<file path="config.mk">
export PLATFORM = sky130hd
export DESIGN_NAME = nv_nvdla_cdma_wt_rsp_demux
export DESIGN_NICKNAME = d
export VERILOG_FILES = /design/src/rtl/nv_nvdla_cdma_wt_rsp_demux_pkg.sv /design/src/rtl/nv_nvdla_cdma_wt_tag_fifo.sv /design/src/rtl/nv_nvdla_cdma_wt_rsp_demux.sv
export SDC_FILE = /design/constraint.sdc
export NUM_CORES = 1
export LEC_CHECK = 0
export ABC_AREA = 0
export BUFFER_PORTS_ARGS = -buffer_cell sky130_fd_sc_hd__clkbuf_2
export CORE_AREA = 3 3 603 605
export DETAILED_ROUTE_END_ITERATION = 7
export DIE_AREA = 0 0 606 608
export SLEW_MARGIN = 20
export SYNTH_ARGS = -nofsm -noshare
export SYNTH_HDL_FRONTEND = slang
export SYNTH_SLANG_ARGS = --single-unit
</file>
<file path="constraint.sdc">
create_clock -name nvdla_core_clk -period 5.7 [get_ports nvdla_core_clk]
set_clock_uncertainty 0.15 [all_clocks]
set_input_delay 0.285 -clock nvdla_core_clk [delete_from_list [all_inputs] [get_ports nvdla_core_clk]]
set_output_delay 0.285 -clock nvdla_core_clk [all_outputs]
set_load 0.1 [all_outputs]
</file>
<file path="src/rtl/nv_nvdla_cdma_wt_rsp_demux_pkg.sv">
// Shared types and default sizes for the CDMA weight response demux.
package nv_nvdla_cdma_wt_rsp_demux_pkg;

  localparam int unsigned WT_DEPTH  = 8;
  localparam int unsigned WT_RSP_W  = 514;
  localparam int unsigned WT_SIZE_W = 4;

  // Per-request routing tag: issuing requester and beats minus 1.
  typedef struct packed {
    logic                 src;
    logic [WT_SIZE_W-1:0] size;
  } wt_tag_t;

endpackage

</file>
<file path="src/rtl/nv_nvdla_cdma_wt_tag_fifo.sv">
// Flop-based tag FIFO holding the route of every outstanding weight read.
module nv_nvdla_cdma_wt_tag_fifo
  import nv_nvdla_cdma_wt_rsp_demux_pkg::*;
#(
  parameter int unsigned DEPTH = WT_DEPTH
) (
  input  logic                   clk,
  input  logic                   rst_n,
  input  logic                   push,
  input  wt_tag_t                push_tag,
  input  logic                   pop,
  output wt_tag_t                head,
  output logic [$clog2(DEPTH):0] count,
  output logic                   full
);

  localparam int unsigned AW = $clog2(DEPTH);
  localparam int unsigned CW = AW + 1;

  wt_tag_t       mem [DEPTH];
  logic [AW-1:0] wr_ptr;
  logic [AW-1:0] rd_ptr;
  logic          do_push;
  logic          do_pop;
  logic [CW-1:0] count_nxt;

  // A push into a full FIFO is dropped even if a pop happens in the same cycle.
  assign do_push   = push & ~full;
  assign do_pop    = pop & (count != '0);
  assign count_nxt = count + CW'(do_push) - CW'(do_pop);
  assign head      = mem[rd_ptr];

  always_ff @(posedge clk) begin
    if (do_push) begin
      mem[wr_ptr] <= push_tag;
    end
  end

  always_ff @(posedge clk or negedge rst_n) begin
    if (!rst_n) begin
      wr_ptr <= '0;
      rd_ptr <= '0;
      count  <= '0;
      full   <= 1'b0;
    end else begin
      if (do_push) begin
        wr_ptr <= wr_ptr + AW'(1);
      end
      if (do_pop) begin
        rd_ptr <= rd_ptr + AW'(1);
      end
      count <= count_nxt;
      full  <= (count_nxt == CW'(DEPTH));
    end
  end

endmodule

</file>
<file path="src/rtl/nv_nvdla_cdma_wt_rsp_demux.sv">
// Steers in-order DMA weight read response beats back to the requester that
// issued each request, and blocks the arbiter while the tag store is full.
module nv_nvdla_cdma_wt_rsp_demux
  import nv_nvdla_cdma_wt_rsp_demux_pkg::*;
#(
  parameter int unsigned DEPTH = WT_DEPTH,
  parameter int unsigned RSP_W = WT_RSP_W
) (
  input  logic                   nvdla_core_clk,
  input  logic                   nvdla_core_rstn,
  input  logic                   req_accept,
  input  logic                   req_src,
  input  logic [WT_SIZE_W-1:0]   req_size,
  output logic                   arb_busy,
  input  logic                   dma_rd_rsp_valid,
  output logic                   dma_rd_rsp_ready,
  input  logic [RSP_W-1:0]       dma_rd_rsp_pd,
  output logic                   rsp0_valid,
  input  logic                   rsp0_ready,
  output logic [RSP_W-1:0]       rsp0_pd,
  output logic                   rsp0_last,
  output logic                   rsp1_valid,
  input  logic                   rsp1_ready,
  output logic [RSP_W-1:0]       rsp1_pd,
  output logic                   rsp1_last,
  output logic [$clog2(DEPTH):0] outs0_cnt,
  output logic [$clog2(DEPTH):0] outs1_cnt,
  output logic                   idle,
  output logic                   err_ovf
);

  localparam int unsigned CW = $clog2(DEPTH) + 1;

  wt_tag_t              push_tag;
  wt_tag_t              head;
  logic [CW-1:0]        tag_count;
  logic                 tag_full;
  logic                 tag_nonempty;
  logic                 push;
  logic                 pop;
  logic                 sel_ready;
  logic                 beat_acc;
  logic                 last_c;
  logic [WT_SIZE_W-1:0] beat_cnt;

  assign push_tag.src  = req_src;
  assign push_tag.size = req_size;
  assign push          = req_accept & ~tag_full;

  nv_nvdla_cdma_wt_tag_fifo #(
    .DEPTH (DEPTH)
  ) u_tag_fifo (
    .clk      (nvdla_core_clk),
    .rst_n    (nvdla_core_rstn),
    .push     (push),
    .push_tag (push_tag),
    .pop      (pop),
    .head     (head),
    .count    (tag_count),
    .full     (tag_full)
  );

  // Routing is combinational off the head tag; an empty store stalls the DMA.
  assign tag_nonempty     = (tag_count != '0);
  assign sel_ready        = head.src ? rsp1_ready : rsp0_ready;
  assign dma_rd_rsp_ready = tag_nonempty & sel_ready;
  assign rsp0_valid       = dma_rd_rsp_valid & tag_nonempty & ~head.src;
  assign rsp1_valid       = dma_rd_rsp_valid & tag_nonempty & head.src;
  assign rsp0_pd          = dma_rd_rsp_pd;
  assign rsp1_pd          = dma_rd_rsp_pd;

  assign last_c    = (beat_cnt == head.size);
  assign rsp0_last = last_c;
  assign rsp1_last = last_c;
  assign beat_acc  = dma_rd_rsp_valid & dma_rd_rsp_ready;
  assign pop       = beat_acc & last_c;

  assign arb_busy = tag_full;
  assign idle     = ~tag_nonempty;

  // Beat position within the head request, per-source outstanding counts
  // and the sticky overflow flag.
  always_ff @(posedge nvdla_core_clk or negedge nvdla_core_rstn) begin
    if (!nvdla_core_rstn) begin
      beat_cnt  <= '0;
      outs0_cnt <= '0;
      outs1_cnt <= '0;
      err_ovf   <= 1'b0;
    end else begin
      if (pop) begin
        beat_cnt <= '0;
      end else if (beat_acc) begin
        beat_cnt <= beat_cnt + WT_SIZE_W'(1);
      end
      outs0_cnt <= outs0_cnt + CW'(push & ~req_src) - CW'(pop & ~head.src);
      outs1_cnt <= outs1_cnt + CW'(push & req_src) - CW'(pop & head.src);
      err_ovf   <= err_ovf | (req_accept & tag_full);
    end
  end

endmodule

</file>
==> reports/metrics.yaml, run 1 <==
status: "finished, final reports clean"
crit_path_top_delay_cell: "dfrtp_1"
grt_pass1_vias: 3879
critical_path.most_common_cell: "ha_1"
whs_ps: 36.4
finalSetupViolations: 0
synth_warnings: 0
synth-seq-cells: 64
route.detailed.drc: 0
route.vias.total: 4442
synth.net_count: 1777
cp_max_fo: 19
placed_area_um2: 9040
antenna_cells: 0
die_x_um: 606
crit_buf_inv: 1
netlist_area_um2: 10700
route.met2.wl_um: 126000
synthAdderAreaFrac: 0.0243
synthSimpleGateAreaFrac: 0.0185
cts.sink_count: 64
grt-ovfl-total: 0
clockRootBuffer: "clkbuf_16"
maxCapViolCount: 0
routed-wl-met3_um: 135000
grt_pass1_wl_um: 305000
fmax_mhz: 230
synth-edff-count: 40
synth_ff_type: "edfxtp_1"
cts_resized: 0
cp-start-kind: "register"
rsz0062_at_grt: "no"
async_reset_ff_frac: 0.375
endpoint_kind: "register"
wire_per_inst_um: 58.3
wl_met1_um: 24100
num_rows: 220
io_buffers: 26
initial_utilization: 0.0299
crit_arrival_ps: 4410
yosys-top-cells-area: "buf_4 (72%), edfxtp_1 (11%), dfrtp_1 (5.6%), ha_1 (1.9%), mux2i_1 (1.6%)"
syn_to_final_growth_pct: -13.1
hold_class: "in2reg"
cts_tree: "built"
min_period_ps: 4350
viasPerCell: 0.886
die-height_um: 608
antenna_found_initial: 2
synthXorXnorAreaFrac: 0.0129
synth_top_area_cell: "buf_4"
h-tree-depth: 3
ant_nets: 0
gp_congestion: 0.712
io-pin-count: 1569
p_leak_uw: 0.00141
cp_top_family: "flip-flops"
nNetsFinal: 780
synth_compound_area_frac: 0.0133
dr.first_iter.drc_count: 393
drive_above_1_share: 0.207
finalCritPeriodShare: 0.763
synth_seq_area_share: 0.168
clockBufferDepth: 2
final-hold-violation-count: 0
slew_violations: 0
fillerInstances: 42728
yosysUniqueCellTypes: 40
power.density_nw_per_um2: 241
dieArea_um2: 368000
tightest_slew_ps: 1000
synth.top_cell.area_share: 0.721
clk-insertion-delay-late_ps: 330
synth_top_family_by_area: "buffers and inverters"
dp_hpwl_um: 284000
cts_inserted_buffers: 9
slew_headroom: 0.325
crit_type: "reg2reg"
avgSynthCellArea_um2: 8.70
required_ps: 5760
grtUsageTotal: 0.152
finalSetupTns_ps: 0
coreArea_um2: 359000
final_area_um2: 9320
firstDrtPassIters: 4
synth.mux.area_fraction: 0.0309
max-vdd-ir-drop_uv: 416
grt_max_degree: 25
dr.max_layer_used: "met5"
path_clk_slew_ps: 50
critPathMaxStageDelay_ps: 940
wl_um: 292000
syn_inst: 1233
crit_chain: "mux2i_1, mux4_2, xnor2_1, a2111oi_4, and2_1, ha_1, inv_1, ha_1, a21o_1, a21oi_1, xor2_1, nor4b_1"
==> layout by cell type, fill, tap and decap left out, types with 2 or more instances in the layout <==
master      synthesis  layout
edfxtp_1           40      40
clkbuf_2            0      26
dfrtp_1            24      24
inv_1              18      18
mux2i_1            17      17
ha_1               16      16
xnor2_1            10      10
nor2_1              9       9
clkbuf_16           0       9
nand2b_1            7       7
nand2_1             6       6
o21ai_0             6       6
mux4_2              5       5
a21o_1              4       4
xor2_1              4       4
nand3_1             3       3
nor2b_1             3       3
a21oi_1             3       3
fa_1                3       3
and3_1              2       2
nor3_1              2       2
clkinvlp_4          0       2
clkinv_1            0       2
==> repair_timing <==
item / 4_1_cts / 5_1_grt
hold endpoints to repair: 24 / 0
setup buffers: 0 / 0
hold buffers: 1 / 0
==> cell families after synthesis <==
family | count (synthesis)
AND/OR/NAND/NOR | 38
flip-flops | 64
multiplexers | 25
AO/OA/AOI/OAI | 19
buffers and inverters | 1053
adder cells (fa/ha/maj) | 19
XOR/XNOR | 15
==> cells in the mapped netlist (all sizes together), types with 2 or more instances <==
master / number
a21oi: 3
fa: 3
xnor2: 11
buf: 1034
inv: 18
mux2i: 18
dfrtp: 24
nor2b: 3
a21o: 4
edfxtp: 40
o21ai: 6
mux2: 2
nor3: 2
and3: 2
nand3: 3
nor2: 10
mux4: 5
nand2b: 7
nand2: 6
ha: 16
xor2: 4
==> worst paths after layout <==
kind | start | end | slack, ps | cells after the start
worst max register to register | u_tag_fifo.rd_ptr[0] | u_tag_fifo.full | 1350 | 12
worst min-delay path | req_accept | err_ovf | 40 | 2
min in group asynchronous | nvdla_core_rstn | beat_cnt[3] | 340 | 2
max in group asynchronous | nvdla_core_rstn | outs0_cnt[1] | 4640 | 2
worst min register to register | err_ovf | err_ovf | 340 | 1
worst max-delay path | u_tag_fifo.rd_ptr[0] | u_tag_fifo.full | 1350 | 12
==> registers in the layout, summed over array words and instances (netlist names) <==
register and count:
outs0_cnt 4, outs1_cnt 4, u_tag_fifo.count 4, beat_cnt 4
u_tag_fifo.mem 40, u_tag_fifo.rd_ptr 3, u_tag_fifo.full 1, u_tag_fifo.wr_ptr 3
err_ovf 1
==> where the power goes <==
| part | internal [µW] | leakage (µW) | switching (µW) |
|---|---|---|---|
| logic | 312 | 0.000636 | 699 |
| registers | 624 | 0.000648 | 133 |
| clock network | 290 | 0.000124 | 192 |
| total | 1230 | 0.00141 | 1020 |
==> area by class of cell <==
type                    instances  area [µm²]  area share
flip-flops and latches         64        1800       0.193
inverters                      18        67.6     0.00725
clock inverters                 6        36.3     0.00389
clock buffers                  10         229      0.0246
repair buffers                 27         140      0.0150
well taps                    4773        5970       0.641
multi-input cells             116        1070       0.115
==> metal layers <==
metal / global-route usage / vias to the layer above
met2: 0.233 / 1904
met5: 0.0161 / -
met4: 0.0273 / 17
met3: 0.331 / 155
li1: - / 791
met1: 0.0363 / 1575
==> metrics by stage <==
stage / util / std cells / power (µW) / worst slack, ps
after CTS: 0.0260 / 5014 / 2270 / 1300
final: 0.0260 / 5014 / 2250 / 1350
after global placement: 0.0252 / 4997 / 1740 / 1540
after global routing: 0.0260 / 5014 / 2370 / 992
after floorplan: - / 1233 / 4990 / 1220
after detailed placement: 0.0252 / 4997 / 1780 / 1330
Power figures use the tool's default switching activity.
==> run 2: changes to the inputs <==
CORE_AREA = 3 3 606 608   (was 3 3 603 605)
DIE_AREA = 0 0 609 611   (was 0 0 606 608)
clock period = 3.6 ns   (was 5.7 ns; I/O delays follow)
==> run 2 against run 1 <==
Effect of this change:
- cell count is 0.60% higher
- routed wire length is 3.6% higher
- register-to-register slack worse by 1200 ps
- sequential power is 52% higher
- sequential share of layout area is 0.56 points lower
- first-iteration DRC count is 0.25% lower
- non-clock buffer count is 10 higher
- maximum frequency is 26% higher
==> reports/metrics.yaml, run 2 (same netlist as run 1, synthesis figures left out) <==
placed_area_um2: 9220  # was 9040 µm²
wire_per_inst_um: 60.0  # was 58.3 µm
rsz0062_at_grt: "no"  # unchanged
whs_path_depth: 1  # was 2
cp-start-kind: "register"  # unchanged
grt_pass1_vias: 4054  # was 3879
initial_utilization: 0.0296  # was 0.0299
min_from: "req_size[2]"  # was req_accept
num_rows: 221  # was 220
grt_max_degree: 25  # unchanged
dp_hpwl_um: 295000  # was 284000 µm
dr.first_iter.drc_count: 392  # was 393
clk-insertion-delay-late_ps: 330  # about the same
firstDrtPassIters: 4  # unchanged
drive_above_1_share: 0.312  # was 0.207
grtUsageTotal: 0.156  # was 0.152
cts_tree: "built"  # unchanged
cts.sink_count: 64  # unchanged
syn_to_final_growth_pct: -10.4  # was -13.1%
path_clk_slew_ps: 60  # was 50 ps
power.density_nw_per_um2: 416  # was 241 nW/µm²
reg2reg_from: "u_tag_fifo.rd_ptr[0]"  # unchanged
slew_violations: 0  # unchanged
clockRootBuffer: "clkbuf_16"  # unchanged
die-height_um: 611  # was 608 µm
wl_um: 303000  # was 292000 µm
endpoint_kind: "register"  # unchanged
h-tree-depth: 3  # unchanged
critPathMaxStageDelay_ps: 510  # was 940 ps
min_period_ps: 3460  # was 4350 ps
nNetsFinal: 790  # was 780
status: "finished, final reports clean"  # unchanged
crit_buf_inv: 4  # was 1
crit_type: "reg2reg"  # unchanged
dieArea_um2: 372000  # was 368000 µm²
route.detailed.drc: 0  # unchanged
tightest_slew_ps: 1130  # was 1000 ps
r2r-end: "u_tag_fifo.full"  # unchanged
largest_reg_flops: 40  # unchanged
final_common_cell: "edfxtp_1"  # unchanged
clockBufferDepth: 2  # unchanged
io_buffers: 26  # unchanged
coreArea_um2: 362000  # was 359000 µm²
crit_path_top_delay_cell: "mux4_2"  # was dfrtp_1
final-hold-violation-count: 0  # unchanged
rrSetupSlack_ps: 140  # was 1350 ps
required_ps: 3680  # was 5760 ps
io-pin-count: 1569  # unchanged
p_leak_uw: 0.00150  # was 0.00141 µW
cp_max_fo: 19  # unchanged
die_x_um: 609  # was 606 µm
viasPerCell: 0.899  # was 0.886
largest_register: "u_tag_fifo.mem"  # unchanged
ant_nets: 0  # unchanged
slew_headroom: 0.244  # was 0.325
cp_top_family: "adder cells"  # was flip-flops
grt-ovfl-total: 0  # unchanged
fmax_mhz: 289  # was 230 MHz
finalCritPeriodShare: 0.961  # was 0.763
antenna_cells: 0  # unchanged
final_area_um2: 9610  # was 9320 µm²
max-vdd-ir-drop_uv: 808  # was 416 µV
gp_congestion: 0.705  # was 0.712
antenna_found_initial: 0  # was 2
reg2regPathDepth: 13  # was 12
final_cell_mix: "edfxtp_1 (40), clkbuf_2 (24), dfrtp_1 (23)"  # was edfxtp_1 (40), clkbuf_2 (26), dfrtp_1 (24)
holdPathEnd: "u_tag_fifo.mem[6][2]"  # was err_ovf
hold_class: "in2reg"  # unchanged
crit_chain: "buf_12, mux2i_1, mux4_2, xnor2_2, a2111oi_4, and2_4, ha_4, inv_2, ha_4, inv_2, fa_1, inv_1, nor4b_2"  # was mux2i_1, mux4_2, xnor2_1, a2111oi_4, and2_1, ha_1, inv_1, ha_1, a21o_1, a21oi_1, xor2_1, nor4b_1
cts_inserted_buffers: 9  # unchanged
route.vias.total: 4537  # was 4442
power_uw: 3990  # was 2250 µW
crit_arrival_ps: 3540  # was 4410 ps
finalSetupViolations: 0  # unchanged
maxCapViolCount: 0  # unchanged
grt_pass1_wl_um: 316000  # was 305000 µm
==> run 2: worst max path at each step <==
stage	from	endpoint	slack [ps]	depth (start not counted)
6_report	u_tag_fifo.rd_ptr[0]	u_tag_fifo.full	140	13
5_1_grt	u_tag_fifo.rd_ptr[0]	u_tag_fifo.full	20	13
4_1_cts	u_tag_fifo.rd_ptr[0]	u_tag_fifo.full	50	13
3_5_place_dp	u_tag_fifo.rd_ptr[0]	u_tag_fifo.full	90	13
3_3_place_gp	u_tag_fifo.rd_ptr[0]	u_tag_fifo.full	150	13
2_1_floorplan	u_tag_fifo.rd_ptr[0]	u_tag_fifo.full	-880	15
==> run 2: stage by stage <==
| stage | instances | hold WS [ps] | util | setup slack, ps | setup TNS, ps |
|---|---|---|---|---|---|
| finish | 5044 | 4.59 | 0.0265 | 141 | 0 |
| global route | 5044 | 23.1 | 0.0265 | 15.2 | 0 |
| CTS | 5043 | 0.0115 | 0.0265 | 50.1 | 0 |
| detailed placement | 5024 | 87.3 | 0.0255 | 91.9 | 0 |
| global placement | 5024 | 77.0 | 0.0255 | 153 | 0 |
| floorplan | 1233 | -266 | - | -877 | -7920 |
==> run 2: final cells by class <==
cell class	instances	area, µm²
Inverter	18	67.6
Clock inverter	6	109
Clock buffer	9	225
Sequential cell	64	1800
Timing Repair Buffer	37	240
Tap cell	4794	6000
Multi-Input combinational cell	116	1160
Fill cell	43238	353000
==> run 2: repair_timing <==
action	CTS	global route
hold buffers	4	0
hold endpoints to repair	41	0
resized for setup	0	2
setup endpoints to repair	0	1
setup buffers	0	1
==> run 2: power breakdown <==
group	switching, µW	internal [µW]	leakage [µW]	total [µW]
clock	316	670	0.000165	986
sequential	159	989	0.000646	1150
combinational	1260	596	0.000686	1860
total	1740	2260	0.00150	3990
==> run 2: layer usage <==
| metal | wire (µm) | GRT usage | up-vias |
|---|---|---|---|
| met5 | 1740 | 0.0337 | - |
| met3 | 138000 | 0.337 | 156 |
| met4 | 6540 | 0.0274 | 26 |
| met1 | 23200 | 0.0333 | 1560 |
| met2 | 133000 | 0.244 | 1985 |
| li1 | - | - | 810 |
==> run 3: changes to the inputs <==
==> constraint.sdc (replaced) <==
create_clock -name nvdla_core_clk -period 3.6 [get_ports nvdla_core_clk]
set_clock_uncertainty 0.15 [all_clocks]
set_input_delay 0.72 -clock nvdla_core_clk [delete_from_list [all_inputs] [get_ports nvdla_core_clk]]
set_output_delay 0.72 -clock nvdla_core_clk [all_outputs]
set_load 0.1 [all_outputs]
==> run 3 against run 2 <==
Effect of this change:
- cell area up 0.33%
- largest power group unchanged
- largest cell class unchanged
- flip-flop and latch count unchanged
- via count down 0.29%
- die area unchanged
- non-clock buffer count up 1
==> reports/metrics.yaml, run 3 (same netlist as run 1, synthesis figures left out) <==
status: "finished, final reports clean"  # unchanged
antenna_found_initial: 1  # was 0
maxCapViolCount: 0  # unchanged
use_met1: 0.0373  # was 0.0333
route.detailed.drc: 0  # unchanged
largest_register: "u_tag_fifo.mem"  # unchanged
clk-insertion-delay-late_ps: 330  # about the same
cp_max_fo: 12  # was 19
critPathMaxStageDelay_ps: 480  # was 510 ps
num_rows: 221  # unchanged
rsz0062_at_grt: "yes"  # was no
finalCritPeriodShare: 0.960  # was 0.961
crit_path_top_delay_cell: "mux4_2"  # unchanged
gp_congestion: 0.698  # was 0.705
path_clk_slew_ps: 50  # was 60 ps
grtUsageMet3: 0.337  # about the same
clockRootBuffer: "clkbuf_16"  # unchanged
crit_arrival_ps: 3540  # about the same
io_buffers: 26  # unchanged
power.density_nw_per_um2: 412  # was 416 nW/µm²
viasPerCell: 0.897  # was 0.899
wl_um: 304000  # was 303000 µm
firstDrtPassIters: 4  # unchanged
wire_per_inst_um: 60.2  # was 60.0 µm
ff_latch_area_um2: 1800  # unchanged
post-place-cells: 5027  # was 5024
slew_headroom: 0.518  # was 0.244
grt-ovfl-total: 0  # unchanged
cts_tree: "built"  # unchanged
cts_inserted_buffers: 9  # unchanged
endpoint_kind: "register"  # unchanged
max-vdd-ir-drop_uv: 742  # was 808 µV
whs_ps: 260  # was 4.59 ps
die_x_um: 609  # unchanged
finalSetupTns_ps: 0  # unchanged
final_common_cell: "edfxtp_1"  # unchanged
hold_class: "in2async"  # was in2reg
h-tree-depth: 3  # unchanged
crit_chain: "buf_12, mux2i_1, mux4_2, xnor2_1, a2111oi_4, and2_4, ha_4, inv_2, ha_4, inv_2, fa_1, inv_1, nor4b_2"  # was buf_12, mux2i_1, mux4_2, xnor2_2, a2111oi_4, and2_4, ha_4, inv_2, ha_4, inv_2, fa_1, inv_1, nor4b_2
route.vias.total: 4524  # was 4537
busiest_layer: "met3"  # unchanged
cp_top_family: "adder cells"  # unchanged
postCtsHoldBufs: 0  # was 4
r2r-end: "u_tag_fifo.full"  # unchanged
grt_max_degree: 25  # unchanged
layout.cells.non_filler: 5046  # was 5044
initial_utilization: 0.0296  # unchanged
crit_type: "reg2reg"  # unchanged
min_period_ps: 3450  # was 3460 ps
tightest_slew_ps: 726  # was 1130 ps
reg2regPathDepth: 13  # unchanged
power_uw: 3970  # was 3990 µW
fmax_mhz: 289  # about the same
largest_reg_flops: 40  # unchanged
coreArea_um2: 362000  # unchanged
dp_hpwl_um: 296000  # was 295000 µm
final-hold-violation-count: 0  # unchanged
clockBufferDepth: 2  # unchanged
grt_pass1_vias: 3987  # was 4054
io-pin-count: 1569  # unchanged
multi_input_area_um2: 1180  # was 1160 µm²
rrSetupSlack_ps: 150  # was 140 ps
cts.sink_count: 64  # unchanged
reg2reg_from: "u_tag_fifo.rd_ptr[0]"  # unchanged
fillerInstances: 43227  # was 43238
p_leak_uw: 0.00150  # about the same
ant_nets: 0  # unchanged
dr.first_iter.drc_count: 405  # was 392
drive_above_1_share: 0.337  # was 0.312
die-height_um: 611  # unchanged
final_cell_mix: "edfxtp_1 (40), dfrtp_1 (23), clkbuf_2 (23)"  # was edfxtp_1 (40), clkbuf_2 (24), dfrtp_1 (23)
grt_pass1_wl_um: 316000  # about the same
grtUsageTotal: 0.157  # was 0.156
grtUsageMet2: 0.243  # was 0.244
syn_to_final_growth_pct: -10.1  # was -10.4%
nNetsFinal: 791  # was 790
antenna_cells: 0  # unchanged
required_ps: 3680  # about the same
finalSetupViolations: 0  # unchanged
crit_buf_inv: 4  # unchanged
slew_violations: 0  # unchanged
dieArea_um2: 372000  # unchanged
cp-start-kind: "register"  # unchanged
==> run 3: cell count changes in the layout (fill, tap and decap cells not counted), sizes merged <==
cell / delta
buf: +6
clkbuf: -1
inv: +1
clkinvlp: +2
dlygate4sd3: -4
bufinv: -2
==> run 3: how the worst max path moves through the flow <==
stage / slack [ps] / to / cells after the start / start
floorplan: -880 / u_tag_fifo.full / 15 / u_tag_fifo.rd_ptr[0]
global placement: 160 / u_tag_fifo.full / 13 / u_tag_fifo.rd_ptr[1]
detailed placement: -90 / u_tag_fifo.full / 13 / u_tag_fifo.rd_ptr[1]
CTS: 8 / u_tag_fifo.full / 13 / u_tag_fifo.rd_ptr[1]
global route: -0.6 / u_tag_fifo.full / 13 / u_tag_fifo.rd_ptr[0]
finish: 150 / u_tag_fifo.full / 13 / u_tag_fifo.rd_ptr[0]
==> run 3: routing by layer <==
| layer | vias to the layer above | share of wire | wire [µm] |
|---|---|---|---|
| li1 | 812 | - | - |
| met2 | 1996 | 0.44 | 133000 |
| met3 | 143 | 0.45 | 138000 |
| met4 | 22 | 0.020 | 6190 |
| met5 | - | 0.0046 | 1380 |
| met1 | 1551 | 0.085 | 25800 |
==> run 3: cell type report <==
class / instances / area share
Tap cell: 4794 / 0.622
Timing Repair Buffer: 38 / 0.0305
Clock inverter: 7 / 0.00740
Sequential cell: 64 / 0.187
Inverter: 18 / 0.00701
Clock buffer: 9 / 0.0234
Multi-Input combinational cell: 116 / 0.122
==> run 3: what timing repair did <==
item,CTS,global route
pin swaps,0,2
setup endpoints to repair,1,4
buffers inserted,0,3
resized for setup,1,5
==> run 3: per-stage QoR <==
stage	area [µm²]	worst slack, ps	utilization
4_1_cts	9590	8.13	0.0265
5_1_grt	9640	-0.555	0.0266
6_report	9640	145	0.0266
2_1_floorplan	10800	-877	-
3_5_place_dp	9290	-85.4	0.0256
3_3_place_gp	9290	158	0.0256
==> run 3: worst reg2reg max path, stage by stage (launching register included) <==
cell	delay [ps]
dfrtp_1	400
buf_12	160
mux2i_1	120
mux4_2	480
xnor2_1	170
a2111oi_4	430
and2_4	230
ha_4	190
inv_2	60
ha_4	120
inv_2	30
fa_1	480
inv_1	70
nor4b_2	260
==> run 3: where the power goes <==
part           internal [µW]  switching, µW
registers                989            152
logic                    692           1280
clock network            535            322
